`config.mk`:
```
export PLATFORM = sky130hd
export DESIGN_NAME = conv2_maxpool
export DESIGN_NICKNAME = d
export VERILOG_FILES = /design/src/rtl/conv2_pkg.sv /design/src/rtl/pool_line_buf.sv /design/src/rtl/conv2_maxpool.sv
export SDC_FILE = /design/constraint.sdc
export NUM_CORES = 1
export LEC_CHECK = 0
export ABC_AREA = 1
export CAP_MARGIN = 10
export CORE_UTILIZATION = 45
export CTS_CLUSTER_SIZE = 14
export DETAILED_ROUTE_END_ITERATION = 12
export PLACE_DENSITY = 0.62
export SYNTH_ARGS = -nofsm -noshare
export SYNTH_HDL_FRONTEND = slang
export SYNTH_SLANG_ARGS = --single-unit
```
`constraint.sdc`:
```
create_clock -name clk -period 6.6 [get_ports clk]
set_clock_uncertainty 0.2 [all_clocks]
set_input_delay 1.32 -clock clk [delete_from_list [all_inputs] [get_ports clk]]
set_output_delay 1.32 -clock clk [all_outputs]
set_load 0.02 [all_outputs]
```
`src/rtl/conv2_pkg.sv`:
```
// Shared widths and sample type for the conv2 output stage and its pooling block.
package conv2_pkg;

  localparam int CONV2_OUT_W    = 14;
  localparam int CONV2_MAP_COLS = 8;
  localparam int CONV2_MAP_ROWS = 8;

  typedef logic signed [CONV2_OUT_W-1:0] pool_t;

endpackage

```
`src/rtl/pool_line_buf.sv`:
```
// Half-row buffer of horizontal pair maxima: synchronous write, combinational read.
// No reset; every entry is rewritten on each even row before the odd row reads it.
module pool_line_buf #(
  parameter int WIDTH = 14,
  parameter int DEPTH = 4,
  parameter int AW    = 2
) (
  input  logic                    clk,
  input  logic                    wr_en_i,
  input  logic [AW-1:0]           addr_i,
  input  logic signed [WIDTH-1:0] wr_dat_i,
  output logic signed [WIDTH-1:0] rd_dat_o
);

  logic signed [WIDTH-1:0] mem_q [DEPTH];

  always_ff @(posedge clk) begin
    if (wr_en_i) begin
      mem_q[addr_i] <= wr_dat_i;
    end
  end

  assign rd_dat_o = mem_q[addr_i];

endmodule

```
`src/rtl/conv2_maxpool.sv`:
```
// Streaming 2x2 signed max-pool with optional ReLU; output registered one cycle after the
// window's last sample. Always accepts valid_in (no back-pressure); gaps simply hold state.
module conv2_maxpool
  import conv2_pkg::*;
#(
  parameter int WIDTH = CONV2_OUT_W,
  parameter int COLS  = CONV2_MAP_COLS,
  parameter int ROWS  = CONV2_MAP_ROWS,
  parameter bit RELU  = 1'b1
) (
  input  logic                    clk,
  input  logic                    rst_n,
  input  logic                    valid_in,
  input  logic signed [WIDTH-1:0] data_in,
  output logic                    valid_out,
  output logic signed [WIDTH-1:0] data_out,
  output logic                    frame_done
);

  localparam int CW = (COLS > 2) ? $clog2(COLS) : 1;
  localparam int RW = (ROWS > 2) ? $clog2(ROWS) : 1;
  localparam int LD = COLS / 2;
  localparam int AW = (LD > 1) ? $clog2(LD) : 1;

  logic [CW-1:0]           col_q, col_d;
  logic [RW-1:0]           row_q, row_d;
  logic signed [WIDTH-1:0] first_q, first_d;
  logic                    valid_q, valid_d;
  logic signed [WIDTH-1:0] data_q, data_d;
  logic                    done_q, done_d;

  logic                    col_last, row_last;
  logic                    lb_we, out_fire;
  logic [AW-1:0]           lb_addr;
  logic signed [WIDTH-1:0] lb_rd, hmax, vmax, pooled;

  assign col_last = (col_q == CW'(COLS - 1));
  assign row_last = (row_q == RW'(ROWS - 1));
  assign lb_addr  = AW'(col_q >> 1);

  // Odd column closes a horizontal pair; row parity decides store vs. emit.
  assign lb_we    = valid_in & col_q[0] & ~row_q[0];
  assign out_fire = valid_in & col_q[0] & row_q[0];

  assign hmax   = (first_q > data_in) ? first_q : data_in;
  assign vmax   = (hmax > lb_rd) ? hmax : lb_rd;
  assign pooled = (RELU && (vmax < 0)) ? '0 : vmax;

  pool_line_buf #(
    .WIDTH (WIDTH),
    .DEPTH (LD),
    .AW    (AW)
  ) u_line_buf (
    .clk      (clk),
    .wr_en_i  (lb_we),
    .addr_i   (lb_addr),
    .wr_dat_i (hmax),
    .rd_dat_o (lb_rd)
  );

  always_comb begin
    col_d   = col_q;
    row_d   = row_q;
    first_d = first_q;
    valid_d = out_fire;
    data_d  = data_q;
    done_d  = out_fire & col_last & row_last;

    if (valid_in) begin
      if (!col_q[0]) begin
        first_d = data_in;
      end
      if (col_last) begin
        col_d = '0;
        row_d = row_last ? '0 : row_q + RW'(1);
      end else begin
        col_d = col_q + CW'(1);
      end
    end

    if (out_fire) begin
      data_d = pooled;
    end
  end

  always_ff @(posedge clk) begin
    if (!rst_n) begin
      col_q   <= '0;
      row_q   <= '0;
      first_q <= '0;
      valid_q <= 1'b0;
      data_q  <= '0;
      done_q  <= 1'b0;
    end else begin
      col_q   <= col_d;
      row_q   <= row_d;
      first_q <= first_d;
      valid_q <= valid_d;
      data_q  <= data_d;
      done_q  <= done_d;
    end
  end

  assign valid_out  = valid_q;
  assign data_out   = data_q;
  assign frame_done = done_q;

endmodule

```
==> impl_metrics.json <==
{
  "grt_antenna_before_repair": 0,
  "path_cells": "clkdlybuf4s50_1 -> inv_1 -> ha_1 -> nand2_1 -> nor2_2 -> inv_2 -> nor2_4 -> nand2_2 -> nand2_1 -> nand2_1 -> nand3_2 -> inv_2 -> o21ai_0 -> ha_1 -> a21oi_1 -> nor2_1 -> a2111oi_1 -> nand2_1 -> nand2_2 -> nand3_2 -> nand2_2 -> nand2_2 -> nand3_1 -> a21oi_1",
  "grt_max_degree": 29,
  "post_drt_wl_per_cell_um": 14.95,
  "grt_pass1_vias": 3549,
  "cap_violations": 0,
  "holdBufCountCts": 0,
  "first_iter_violations": 126,
  "power_leakage_nw": 2.179,
  "crit_type": "input port to flop",
  "critPathMaxStageDelay_ns": 0.69,
  "synthArstFlopShare": 0,
  "start_util": 0.4711,
  "maxSlewViolCount": 0,
  "rsz0062_at_grt": "false",
  "finalNonFillerCells": 679,
  "holdCritStartpoint": "data_out[12]$_SDFFE_PN0P_",
  "synth_cell_types": 32,
  "cts_tree": "yes",
  "gr-usage-all-layers": 0.1985,
  "outcome": "completed",
  "numCtsBuffers": 9,
  "drc": 0,
  "setup_violations": 0,
  "crit_buf_inv": 4,
  "final_cell_mix": "nand2_1 (125), edfxtp_1 (56), inv_1 (49)",
  "fin_crit_sh": 0.9024,
  "clockBufferDepth": 2,
  "path_clk_slew_ns": 0.08,
  "cellPowerDensity_nw_per_um2": 249.5,
  "worstHoldPathType": "flop to flop",
  "yosysWarnings": 0,
  "startpoint": "data_in[13]",
  "detail-route-antenna-nets": 0,
  "path_max_fanout": 24,
  "max_freq_mhz": 167.9,
  "cpLargestDelayFamily": "simple AND/OR/NAND/NOR gates",
  "end_kind": "flop",
  "cts_root_buf": "clkbuf_8",
  "gp_congestion": 0.8989,
  "postSynthCellCount": 509,
  "arrival_ns": 5.97,
  "yosysSeqAreaShare": 0.5165,
  "rows": 36,
  "fillers": 908,
  "placed_cells": 662,
  "tightest_slew_ns": 0.8210,
  "regToRegSetupSlack_ns": 1.81,
  "die_h_um": 104.1,
  "first_pass_iters": 6,
  "post-dp-hpwl_mm": 7.360,
  "finalHoldViolations": 0,
  "ys_ff_latch": 93,
  "die_x_um": 104.1,
  "slew_headroom": 0.4469,
  "synth_ff_type": "edfxtp_1",
  "fin_crit_ns": 5.956,
  "dp_slack_ns": 0.1834,
  "vdd_drop_max_mv": 0.1280,
  "synth-edff-count": 56,
  "finalWorstSetupSlack_ns": 0.6439,
  "drive_gt1_frac": 0.1374,
  "vias_per_cell": 5.137,
  "clock_latency_ns": 0.35,
  "fin_total_pwr_mw": 1.332,
  "hold_depth": 2,
  "fin_nets": 588,
  "syn_nets": 556,
  "syn-cell-area_um2": 4689,
  "overflow": 0,
  "reg2regPathDepth": 22,
  "pin_count": 33,
  "critPathRequiredTime_ns": 6.61,
  "coreArea_um2": 9955,
  "final_common_cell": "nand2_1",
  "worstHoldEndpoint": "data_out[12]$_SDFFE_PN0P_",
  "final.setup.tns_ns": 0,
  "r2r-start": "first_q[13]$_SDFFE_PN0P_",
  "clkSinkCount": 93,
  "area_growth_pct": 13.87,
  "post_cts.resized_instances": 0,
  "grt_first_pass_wirelength_mm": 16.97,
  "cts_htree_levels": 3,
  "die_area_um2": 10830,
  "r2r-end": "data_out[0]$_SDFFE_PN0P_",
  "vias": 3488,
  "critPathSlowestCell": "o21ai_0",
  "diodes": 0,
  "hold_slack_ns": 0.2735,
  "start_kind": "input port",
  "routed_wl_mm": 10.15,
  "synth.avg_cell_area_um2": 9.213,
  "port_buffers": 31,
  "post_cts_buffers": 0
}
-- flip-flops by register name, summed over array words and instances, names as in the netlist, named ones only --
name,flops
data_out,13
col_q,3
u_line_buf.mem_q,56
frame_done,1
first_q,14
valid_out,1
row_q,3
-- synth_stat cells, drive strengths merged (5+ instances only) --
master,n,area share
nand2,136,0.11
edfxtp,56,0.36
inv,56,0.045
a21oi,50,0.061
dfxtp,37,0.16
o21ai,35,0.037
ha,30,0.080
nand3,28,0.044
nand4,17,0.023
nor2,17,0.016
a32oi,12,0.022
clkbuf,12,0.0096
buf,10,0.013
nor3,5,0.0053
-- where the power goes --
| group | internal (mW) | switching [mW] | total, mW |
|---|---|---|---|
| Combinational | 0.110 | 0.235 | 0.345 |
| Sequential | 0.647 | 0.0120 | 0.659 |
| Clock | 0.136 | 0.193 | 0.328 |
| Total | 0.893 | 0.440 | 1.33 |
-- how the worst max path moves through the flow --
stage                     slack [ns]  cells past startpoint                        end
after floorplan                 1.49                     28   data_out[7]$_SDFFE_PN0P_
after global placement          0.34                     24  data_out[11]$_SDFFE_PN0P_
after detailed placement        0.18                     23  data_out[11]$_SDFFE_PN0P_
after CTS                       0.53                     23   data_out[0]$_SDFFE_PN0P_
after global routing            0.13                     27   data_out[0]$_SDFFE_PN0P_
final                           0.64                     24   data_out[0]$_SDFFE_PN0P_
-- metal layers --
metal | vias to the layer above | track usage | wire [um]
li1 | 1809 | - | -
met1 | 1614 | 0.2585 | 4633
met2 | 55 | 0.3343 | 4888
met3 | 10 | 0.03383 | 502
met4 | 0 | 0.06633 | 131
met5 | - | 0 | 0
-- through the flow --
step / util / area, um^2
after detailed placement: 0.5187 / 5164
after global routing: 0.5365 / 5340
after CTS: 0.5356 / 5331
after floorplan: - / 4690
final: 0.5365 / 5340
after global placement: 0.5187 / 5164
-- worst reg2reg max path, stage by stage (launching register included) --
cell,delay (ns)
dfxtp_1,0.33
ha_1,0.35
nand2_1,0.10
nor2_2,0.15
inv_2,0.06
nor2_4,0.12
nand2_2,0.08
nand2_1,0.09
nand2_1,0.06
nand3_2,0.09
inv_2,0.16
o21ai_0,0.70
ha_1,0.37
a21oi_1,0.15
nor2_1,0.05
a2111oi_1,0.49
nand2_1,0.13
nand2_2,0.23
nand3_2,0.20
nand2_2,0.11
nand2_2,0.20
nand3_1,0.16
a21oi_1,0.07
-- cells by family (layout without fill, tap and decap cells) --
| kind of cell | Yosys count | count (layout) | synth area share |
|---|---|---|---|
| other | 1 | 1 | 0.0007997 |
| and+or+nand+nor | 204 | 204 | 0.2041 |
| buffers and inverters | 78 | 115 | 0.06723 |
| adders and majority gates | 30 | 30 | 0.08004 |
| DFF | 93 | 93 | 0.5165 |
| AOI/OAI and AO/OA | 103 | 103 | 0.1313 |
-- cell type report --
cell class              instances  area (um^2)  share of cell area
inverters                      56        210.2             0.03936
clock buffers                  10        127.6             0.02390
repair buffers                 43        400.4             0.07498
multi-input cells             338         1973              0.3695
flip-flops and latches         93         2422              0.4536
clock inverters                 6        40.04            0.007498
well taps                     133        166.4             0.03116
Power figures use the tool's default switching activity.
